**src/rtl/railgun_pkg.sv**
```systemverilog
// railgun_pkg
//   Shared definitions for the "Only My Railgun" melody sequencer:
//   - note-code layout (octave nibble / scale-degree nibble) and REST code
//   - section length used to turn the 2-bit section select into an address
//   - SONG_ROM, the 64-step melody table (4 sections of 16; entry 63 is REST)
//   - transpose_note(), the octave shift + clamp applied to every played note
package railgun_pkg;

  localparam logic [7:0] REST = 8'h00;

  localparam int OCT_MSB = 7;
  localparam int OCT_LSB = 4;
  localparam int DEG_MSB = 3;
  localparam int DEG_LSB = 0;

  localparam int SECTION_LEN = 16;

  // Each entry is {octave, degree}; octave 0 marks a rest.
  localparam logic [7:0] SONG_ROM [64] = '{
    // section 0
    8'h43, 8'h45, 8'h46, 8'h45, 8'h43, 8'h42, 8'h43, 8'h00,
    8'h43, 8'h45, 8'h46, 8'h51, 8'h47, 8'h46, 8'h45, 8'h00,
    // section 1
    8'h36, 8'h37, 8'h41, 8'h42, 8'h43, 8'h42, 8'h41, 8'h37,
    8'h36, 8'h35, 8'h36, 8'h00, 8'h23, 8'h25, 8'h26, 8'h00,
    // section 2
    8'h51, 8'h52, 8'h53, 8'h55, 8'h53, 8'h52, 8'h51, 8'h47,
    8'h51, 8'h53, 8'h55, 8'h61, 8'h63, 8'h61, 8'h55, 8'h00,
    // section 3
    8'h53, 8'h55, 8'h56, 8'h55, 8'h53, 8'h52, 8'h51, 8'h00,
    8'h71, 8'h67, 8'h65, 8'h63, 8'h61, 8'h57, 8'h51, 8'h00
  };

  // Shift the octave by (freq - 4) and clamp to 1..7. Signed 5-bit math keeps
  // the worst cases (1-4 = -3, 7+3 = 10) representable before the clamp.
  function automatic logic [7:0] transpose_note(input logic [7:0] note,
                                                input logic [2:0] freq);
    logic signed [4:0] oct;
    logic [7:0]        result;
    result = REST;
    if (note[OCT_MSB:OCT_LSB] != 4'd0) begin
      oct = $signed({1'b0, note[OCT_MSB:OCT_LSB]}) + $signed({2'b00, freq}) - 5'sd4;
      if (oct < 5'sd1) begin
        oct = 5'sd1;
      end else if (oct > 5'sd7) begin
        oct = 5'sd7;
      end
      result = {oct[3:0], note[DEG_MSB:DEG_LSB]};
    end
    return result;
  endfunction

endpackage

```
**src/rtl/railgun_step_timer.sv**
```systemverilog
// railgun_step_timer
//   Tempo timer. Counts clocks within the current step and raises `step`
//   for one cycle when the step has lasted (8 - speed) * TICK_DIV clocks.
// Ports:
//   clk    in   system clock, rising edge
//   rst    in   asynchronous active-high reset
//   enable in   1 = playing (count), 0 = idle (hold tick at 0)
//   speed  in   tempo, 0 = slowest (8 units/step) .. 7 = fastest (1 unit/step)
//   step   out  one-cycle pulse: the address should advance on this clock
module railgun_step_timer #(
  parameter int TICK_DIV = 2
) (
  input  logic       clk,
  input  logic       rst,
  input  logic       enable,
  input  logic [2:0] speed,
  output logic       step
);

  localparam int TICK_W = (8 * TICK_DIV > 1) ? $clog2(8 * TICK_DIV) : 1;

  logic [TICK_W-1:0] tick_q;
  logic [TICK_W-1:0] tick_d;
  logic [TICK_W-1:0] period_m1;

  // Using >= rather than == lets a mid-step speed-up end the step at once
  // instead of letting tick run past the new (shorter) period.
  always_comb begin
    period_m1 = TICK_W'((32'd8 - 32'(speed)) * 32'(TICK_DIV) - 32'd1);
    step      = 1'b0;
    tick_d    = '0;
    if (enable) begin
      if (tick_q >= period_m1) begin
        step   = 1'b1;
        tick_d = '0;
      end else begin
        tick_d = tick_q + TICK_W'(1);
      end
    end
  end

  always_ff @(posedge clk or posedge rst) begin
    if (rst) begin
      tick_q <= '0;
    end else begin
      tick_q <= tick_d;
    end
  end

endmodule

```
**src/rtl/railgun_song_player.sv**
```systemverilog
// railgun_song_player
//   Melody sequencer: walks SONG_ROM at the selected tempo starting from the
//   selected section, and emits the transposed note code plus step address.
// Ports:
//   clk       in   system clock, rising edge
//   rst       in   asynchronous active-high reset
//   counterE  in   0 = idle (silent, parked at section start), 1 = play
//   pro       in   start section; start address = pro * 16
//   speed     in   tempo, 0 slowest .. 7 fastest
//   freq      in   octave transpose, 4 = none (shift = freq - 4)
//   op        out  note code {octave, degree}, 8'h00 = rest
//   of        out  current step address, zero-extended
module railgun_song_player
  import railgun_pkg::*;
#(
  parameter int TICK_DIV = 2,
  parameter int SONG_LEN = 64
) (
  input  logic       clk,
  input  logic       rst,
  input  logic       counterE,
  input  logic [1:0] pro,
  input  logic [2:0] speed,
  input  logic [2:0] freq,
  output logic [7:0] op,
  output logic [7:0] of
);

  logic [5:0] addr_q, addr_d;
  logic [7:0] op_q, op_d;
  logic [7:0] of_q, of_d;
  logic [5:0] start_addr;
  logic       step;

  railgun_step_timer #(
    .TICK_DIV (TICK_DIV)
  ) u_step_timer (
    .clk    (clk),
    .rst    (rst),
    .enable (counterE),
    .speed  (speed),
    .step   (step)
  );

  // pro is sampled only here, so a change while playing is seen at the next
  // wrap or the next idle cycle. Outputs lag addr by one clock.
  always_comb begin
    start_addr = 6'(pro) * 6'(SECTION_LEN);
    addr_d     = addr_q;
    op_d       = REST;
    of_d       = {2'b00, addr_q};
    if (!counterE) begin
      addr_d = start_addr;
    end else begin
      op_d = transpose_note(SONG_ROM[addr_q], freq);
      if (step) begin
        if (addr_q == 6'(SONG_LEN - 1)) begin
          addr_d = start_addr;
        end else begin
          addr_d = addr_q + 6'd1;
        end
      end
    end
  end

  always_ff @(posedge clk or posedge rst) begin
    if (rst) begin
      addr_q <= '0;
      op_q   <= REST;
      of_q   <= 8'h00;
    end else begin
      addr_q <= addr_d;
      op_q   <= op_d;
      of_q   <= of_d;
    end
  end

  assign op = op_q;
  assign of = of_q;

endmodule

```
**config.mk**
```make
export PLATFORM = sky130hd
export DESIGN_NAME = railgun_song_player
export DESIGN_NICKNAME = d
export VERILOG_FILES = /design/src/rtl/railgun_pkg.sv /design/src/rtl/railgun_step_timer.sv /design/src/rtl/railgun_song_player.sv
export SDC_FILE = /design/constraint.sdc
export NUM_CORES = 1
export LEC_CHECK = 0
export CORE_MARGIN = 4
export CORE_UTILIZATION = 50
export CTS_BUF_LIST = sky130_fd_sc_hd__clkbuf_8
export DETAILED_ROUTE_END_ITERATION = 8
export PLACE_DENSITY = 0.86
export SKIP_CTS_REPAIR_TIMING = 1
export SYNTH_ARGS = -nofsm -noshare
export SYNTH_HDL_FRONTEND = slang
export SYNTH_SLANG_ARGS = --single-unit
```
**constraint.sdc**
```tcl
create_clock -name clk -period 8.65 [get_ports clk]
set_input_delay 0.865 -clock clk [delete_from_list [all_inputs] [get_ports clk]]
set_output_delay 0.865 -clock clk [all_outputs]
set_load 0.005 [all_outputs]
```
Word level (Yosys, flattened, before mapping)
Memory sizes are Yosys's and may differ from the RTL's.
Index checks and enable logic that the tools add are counted.
{ "totals": {"romBits": 512, "in_bits": 11, "register_bits": 24, "output_inout_bits": 16, "elab_cells": 32, "n_memories": 1} }
{ "classes": {"eq_ne": 2, "bitwise": 1, "order_cmp": 4, "n_addsub": 6, "n_reduce_logical": 1, "muxes": 13} }
{ "mem_list": {"columns": ["memory", "words", "word_bits", "rd", "rd_ports_with_merged_regs", "write_ports", "line_no", "source"], "rows": [
  ["(name not given)", 64, 8, 1, 0, 0, "railgun_song_player.sv:55", "op_d = transpose_note(SONG_ROM[addr_q], freq);"]
]} }
{ "ops": {"columns": ["op", "n"], "rows": [
  ["$mux 8", 4],
  ["$mux 6", 3],
  ["$mux 4", 4],
  ["$ge 7x7->1 const B", 1],
  ["$not 6->7", 1],
  ["$add 6x1->6 const B", 1],
  ["$eq 6x6->1 const B", 1],
  ["$add 4x3->5", 1],
  ["$gt 5x4->1 const B", 1],
  ["$lt 5x2->1 const B", 1],
  ["$sub 5x4->5 const B", 1],
  ["$add 4x1->4 const B", 1],
  ["$ge 4x4->1", 1],
  ["$reduce_bool 4->1", 1],
  ["$sub 4x1->4 const B", 1],
  ["$sub 1x3->3 const A", 1],
  ["$mux 1", 2],
  ["$ne 2x1->1 const B", 1]
]} }

Longest topological paths before layout
{ "depth": {"ltp_word": 11, "ltp_mapped": 13} }

Hierarchy
From an unflattened synthesis, not the netlist that was laid out.
{ "unflattened": {"cells_unflattened": 199, "hier_area_um2": 1820.5} }
{ "modules_own_cells": {"columns": ["module", "cells_per_inst", "seq_area_each_um2", "n_inst", "area_per_inst_um2"], "rows": [
  ["railgun_song_player", 175, 475.5, 1, 1576.5],
  ["railgun_step_timer", 24, 100.1, 1, 244.0]
]} }

Worst setup path after synthesis
OpenSTA, ideal clock, no wires.
{ "synth_timing": {"path_type": "reg2reg", "from": "register addr_q[0]", "to": "register op_q[4] (netlist: op[4])", "period_less_slack_ps": 2811, "slack_ps": 5839, "required_time_ps": 8509, "t_arrival_ps": 2670, "setup_time_ps": 141, "path_stages_with_launch": 12, "cell_sequence": "dfrtp_1 > ha_1 > ha_1 > a221oi_1 > nor2_1 > ha_1 > inv_1 > ha_1 > xor2_1 > nor2_1 > nor4_1 > nor3_1"} }
{ "synth_between": {"elab_chain_cells": 11, "elab_cells_between_ends": 13, "cone_classes": "add/sub (2); order compare (2); mux (6); bitwise (1); reduce/logical (1); memory (1)"} }
{ "synth_lines": {"columns": ["item", "line_no", "source"], "rows": [
  ["start: declaration", "railgun_song_player.sv:29", "logic [5:0] addr_q, addr_d;"],
  ["start signal: assignment", "railgun_song_player.sv:72", "addr_q <= addr_d;"],
  ["$not 6->7 (not written as such) *", "railgun_song_player.sv:55", null],
  ["$mem_v2 64x8 *", null, null],
  ["$mux 8 (not written as such) * (2 in series)", "railgun_song_player.sv:55", null],
  ["$add 4x3->5", "railgun_pkg.sv:42", "oct = $signed({1'b0, note[OCT_MSB:OCT_LSB]}) + $signed({2'b00, freq}) - 5'sd4;"],
  ["$sub 5x4->5", "railgun_pkg.sv:42", null],
  ["$gt 5x4->1", "railgun_pkg.sv:45", "end else if (oct > 5'sd7) begin"],
  ["$mux 4", "railgun_pkg.sv:45", null],
  ["$mux 4", "railgun_pkg.sv:43", "if (oct < 5'sd1) begin"],
  ["$mux 8 *", "railgun_pkg.sv:41", "if (note[OCT_MSB:OCT_LSB] != 4'd0) begin"],
  ["$mux 8 *", "railgun_song_player.sv:52", "if (!counterE) begin"],
  ["net op_d[4]", "railgun_song_player.sv:30", "logic [7:0] op_q, op_d;"],
  ["end signal: assignment", "railgun_song_player.sv:73", "op_q <= op_d;"],
  ["end: declaration", "railgun_song_player.sv:30", null]
]} }
The timed path passes the listed nets; every way through them passes the cells marked *. The select of a mux whose other input is x is not followed.
A chain may end at the register's enable or synchronous reset.

Worst setup path in the final report
Same ends and word-level chain as after synthesis.

==> results.json <==
{
  "period_needed_ns": 3.14,
  "worstSetupStartpointType": "flop",
  "syn_area_mm2": 0.00178,
  "synth_common_cells": "23 x dfrtp_1, 21 x ha_1, 18 x nor2_1, 15 x nand2_1, 14 x o21ai_0",
  "grt_overflow_total": 0,
  "drv_cap": 0,
  "grt_max_degree": 24,
  "via_count": 1474,
  "grt_pass1_wl_mm": 6.26,
  "hold_viol_final": 0,
  "antenna_found_initial": 0,
  "finalNetCount": 247,
  "drt-total-wl_mm": 3.69,
  "track_usage_pct": 18.0,
  "period_share_pct": 36.3,
  "syn_area_per_cell_um2": 9.11,
  "yosys.area.top_type": "dfrtp_1",
  "yosys_warnings": 0,
  "dr.first_iter.drc_count": 118,
  "synth_edf_count": 0,
  "synth_area_leaders": "dfrtp_1 32%, ha_1 15%, o21ai_0 3.9%",
  "cts-root-buf": "clkbuf_8",
  "timing.rr.start": "addr_q[0]$_DFFE_PP0P_",
  "asyncSetResetFlopFracSynth_pct": 100,
  "cts_sinks": 23,
  "r2r_cells": 11,
  "synth-seq-cells": 23,
  "place_hpwl_mm": 2.81,
  "status": "finished, final reports clean",
  "syn_to_final_growth_pct": 15.5,
  "tns_ns": 0,
  "crit_start": "addr_q[0]$_DFFE_PP0P_",
  "die_x_um": 67.6,
  "crit_type": "reg2reg",
  "diodes": 0,
  "numCtsBuffers": 3,
  "drtAntennaViolNets": 0,
  "ir_drop_mv": 0.107,
  "cts_max_path_buffers": 2,
  "wl_per_cell_um": 14.2,
  "viasPerCell": 5.67,
  "r2r_slack_ns": 5.51,
  "power_density_mw_per_mm2": 199,
  "endpoint_kind": "flop",
  "p_leak_nw": 0.907,
  "firstDrtPassIters": 4,
  "max-slew-margin-rel_pct": 44.2,
  "die-area_mm2": 0.00457,
  "grt_setup_unrepaired": "false",
  "cts_tree": "built",
  "core-area_mm2": 0.00339,
  "htreeDepth": 1,
  "clk_pin_slew_ns": 0.08,
  "crit_end": "op[4]$_DFF_PP0_",
  "ios": 27,
  "io_buffers": 23,
  "fmax_ghz": 0.318,
  "final_max_slew_viol_count": 0,
  "worst-path-max-fanout": 12,
  "crit_required_ns": 8.79,
  "start_util_pct": 52.4,
  "clk-insertion-delay-late_ns": 0.27,
  "synth_top_area_share_pct": 32.4,
  "num-fill-cells": 280,
  "synth_most_common_cell": "dfrtp_1",
  "worstPathArrival_ns": 3.28,
  "die_h_um": 67.6,
  "worst_slew_pin_slew_ns": 0.836,
  "gp_congestion": 0.966,
  "ys.flop_type": "dfrtp_1",
  "ys_seq_area_share_pct": 32.4,
  "drcViolationCount": 0,
  "fin_area_mm2": 0.00205,
  "fin_skew_ns": 0.00504,
  "first_global_vias": 1347,
  "drive_gt1_share_pct": 5.61,
  "yosysUniqueCellTypes": 48,
  "min_path_type": "reg2reg",
  "r2r-end": "op[4]$_DFF_PP0_",
  "placed_area_mm2": 0.00201,
  "setup_viol": 0,
  "syn-instance-count": 195,
  "num_rows": 21
}
-- final cells by class --
type                       instances  area, µm²  area share (%)
multi-input combinational        152       1100            53.5
sequential                        23        576            28.0
timing repair buffer              23        230            11.2
tap                               46       57.6            2.80
inverter                          12       45.0            2.20
clock buffer                       3       41.3            2.01
clock inverter                     1       5.00           0.244
-- placed cells by master (no fill, tap or decap), drive strengths merged, types with 4 or more instances in the layout --
| master | synthesis | layout |
|---|---|---|
| nor2b | 4 | 4 |
| a21oi | 11 | 11 |
| inv | 11 | 11 |
| nor3 | 7 | 7 |
| o21ai | 15 | 15 |
| nand2b | 4 | 4 |
| dfrtp | 23 | 23 |
| conb | 1 | 4 |
| ha | 21 | 21 |
| nor2 | 18 | 18 |
| nand2 | 15 | 15 |
| clkdlybuf4s50 | 0 | 23 |
| nand3 | 5 | 5 |
-- critical path, stage by stage (launching register included) --
cell and delay, ns:
dfrtp_1 0.51, ha_1 0.34, ha_1 0.23, a221oi_1 0.50
nor2_1 0.11, ha_1 0.29, inv_1 0.04, ha_1 0.36
xor2_1 0.23, nor2_1 0.06, nor4_1 0.26, nor3_1 0.07
-- per-layer routing --
| metal | GRT usage [%] | up-vias | wire length [µm] |
|---|---|---|---|
| met5 | 0 | - | 0 |
| met2 | 28.9 | 53 | 1700 |
| met1 | 23.8 | 684 | 1670 |
| met3 | 4.49 | 9 | 244 |
| met4 | 5.06 | 0 | 75 |
| li1 | - | 728 | - |
-- per-stage QoR --
| stage | hold slack (ns) | std cells | total power [mW] | setup WS (ns) | utilization (%) |
|---|---|---|---|---|---|
| final | 0.504 | 260 | 0.408 | 5.51 | 60.5 |
| after global routing | 0.540 | 260 | 0.441 | 5.26 | 60.5 |
| after CTS | 0.506 | 260 | 0.407 | 5.53 | 60.5 |
| after detailed placement | 0.496 | 256 | 0.339 | 5.43 | 59.2 |
| after global placement | 0.482 | 256 | 0.336 | 5.45 | 59.2 |
| after floorplan | 0.349 | 198 | 0.282 | 5.84 | - |
-- sequential cells by signal (all words and copies together) (netlist names) --
register,count
of,6
u_step_timer.tick_q,4
addr_q,6
op,7
-- worst min-delay path by stage --
| stage | to | from | cells past startpoint | slack, ns |
|---|---|---|---|---|
| 5_1_grt | u_step_timer.tick_q[0]$_DFF_PP0_ | u_step_timer.tick_q[0]$_DFF_PP0_ | 1 | 0.54 |
| 4_1_cts | u_step_timer.tick_q[0]$_DFF_PP0_ | u_step_timer.tick_q[0]$_DFF_PP0_ | 1 | 0.51 |
| 3_3_place_gp | u_step_timer.tick_q[0]$_DFF_PP0_ | u_step_timer.tick_q[0]$_DFF_PP0_ | 1 | 0.48 |
| 6_report | u_step_timer.tick_q[0]$_DFF_PP0_ | u_step_timer.tick_q[0]$_DFF_PP0_ | 1 | 0.50 |
| 3_5_place_dp | u_step_timer.tick_q[0]$_DFF_PP0_ | u_step_timer.tick_q[0]$_DFF_PP0_ | 1 | 0.50 |
| 2_1_floorplan | of[4]$_DFF_PP0_ | addr_q[4]$_DFFE_PP0P_ | 0 | 0.35 |
-- logic make-up (layout without fill, tap and decap cells) --
logic type / after synthesis / count (layout) / synth area share (%)
simple gates: 64 / 64 / 18.2
compound gates: 52 / 52 / 20.6
flops: 23 / 23 / 32.4
buf+inv: 23 / 39 / 6.48
fa+ha+maj: 21 / 21 / 14.8
mux: 6 / 6 / 4.86
xor+xnor: 5 / 5 / 2.47
other cells: 1 / 4 / 0.211
-- power breakdown --
| group | internal (mW) | switching (mW) |
|---|---|---|
| Combinational | 0.0965 | 0.0927 |
| Sequential | 0.127 | 0.0236 |
| Clock | 0.0323 | 0.0362 |
| Total | 0.256 | 0.152 |
Note: power is estimated with default switching activity, not from simulation.
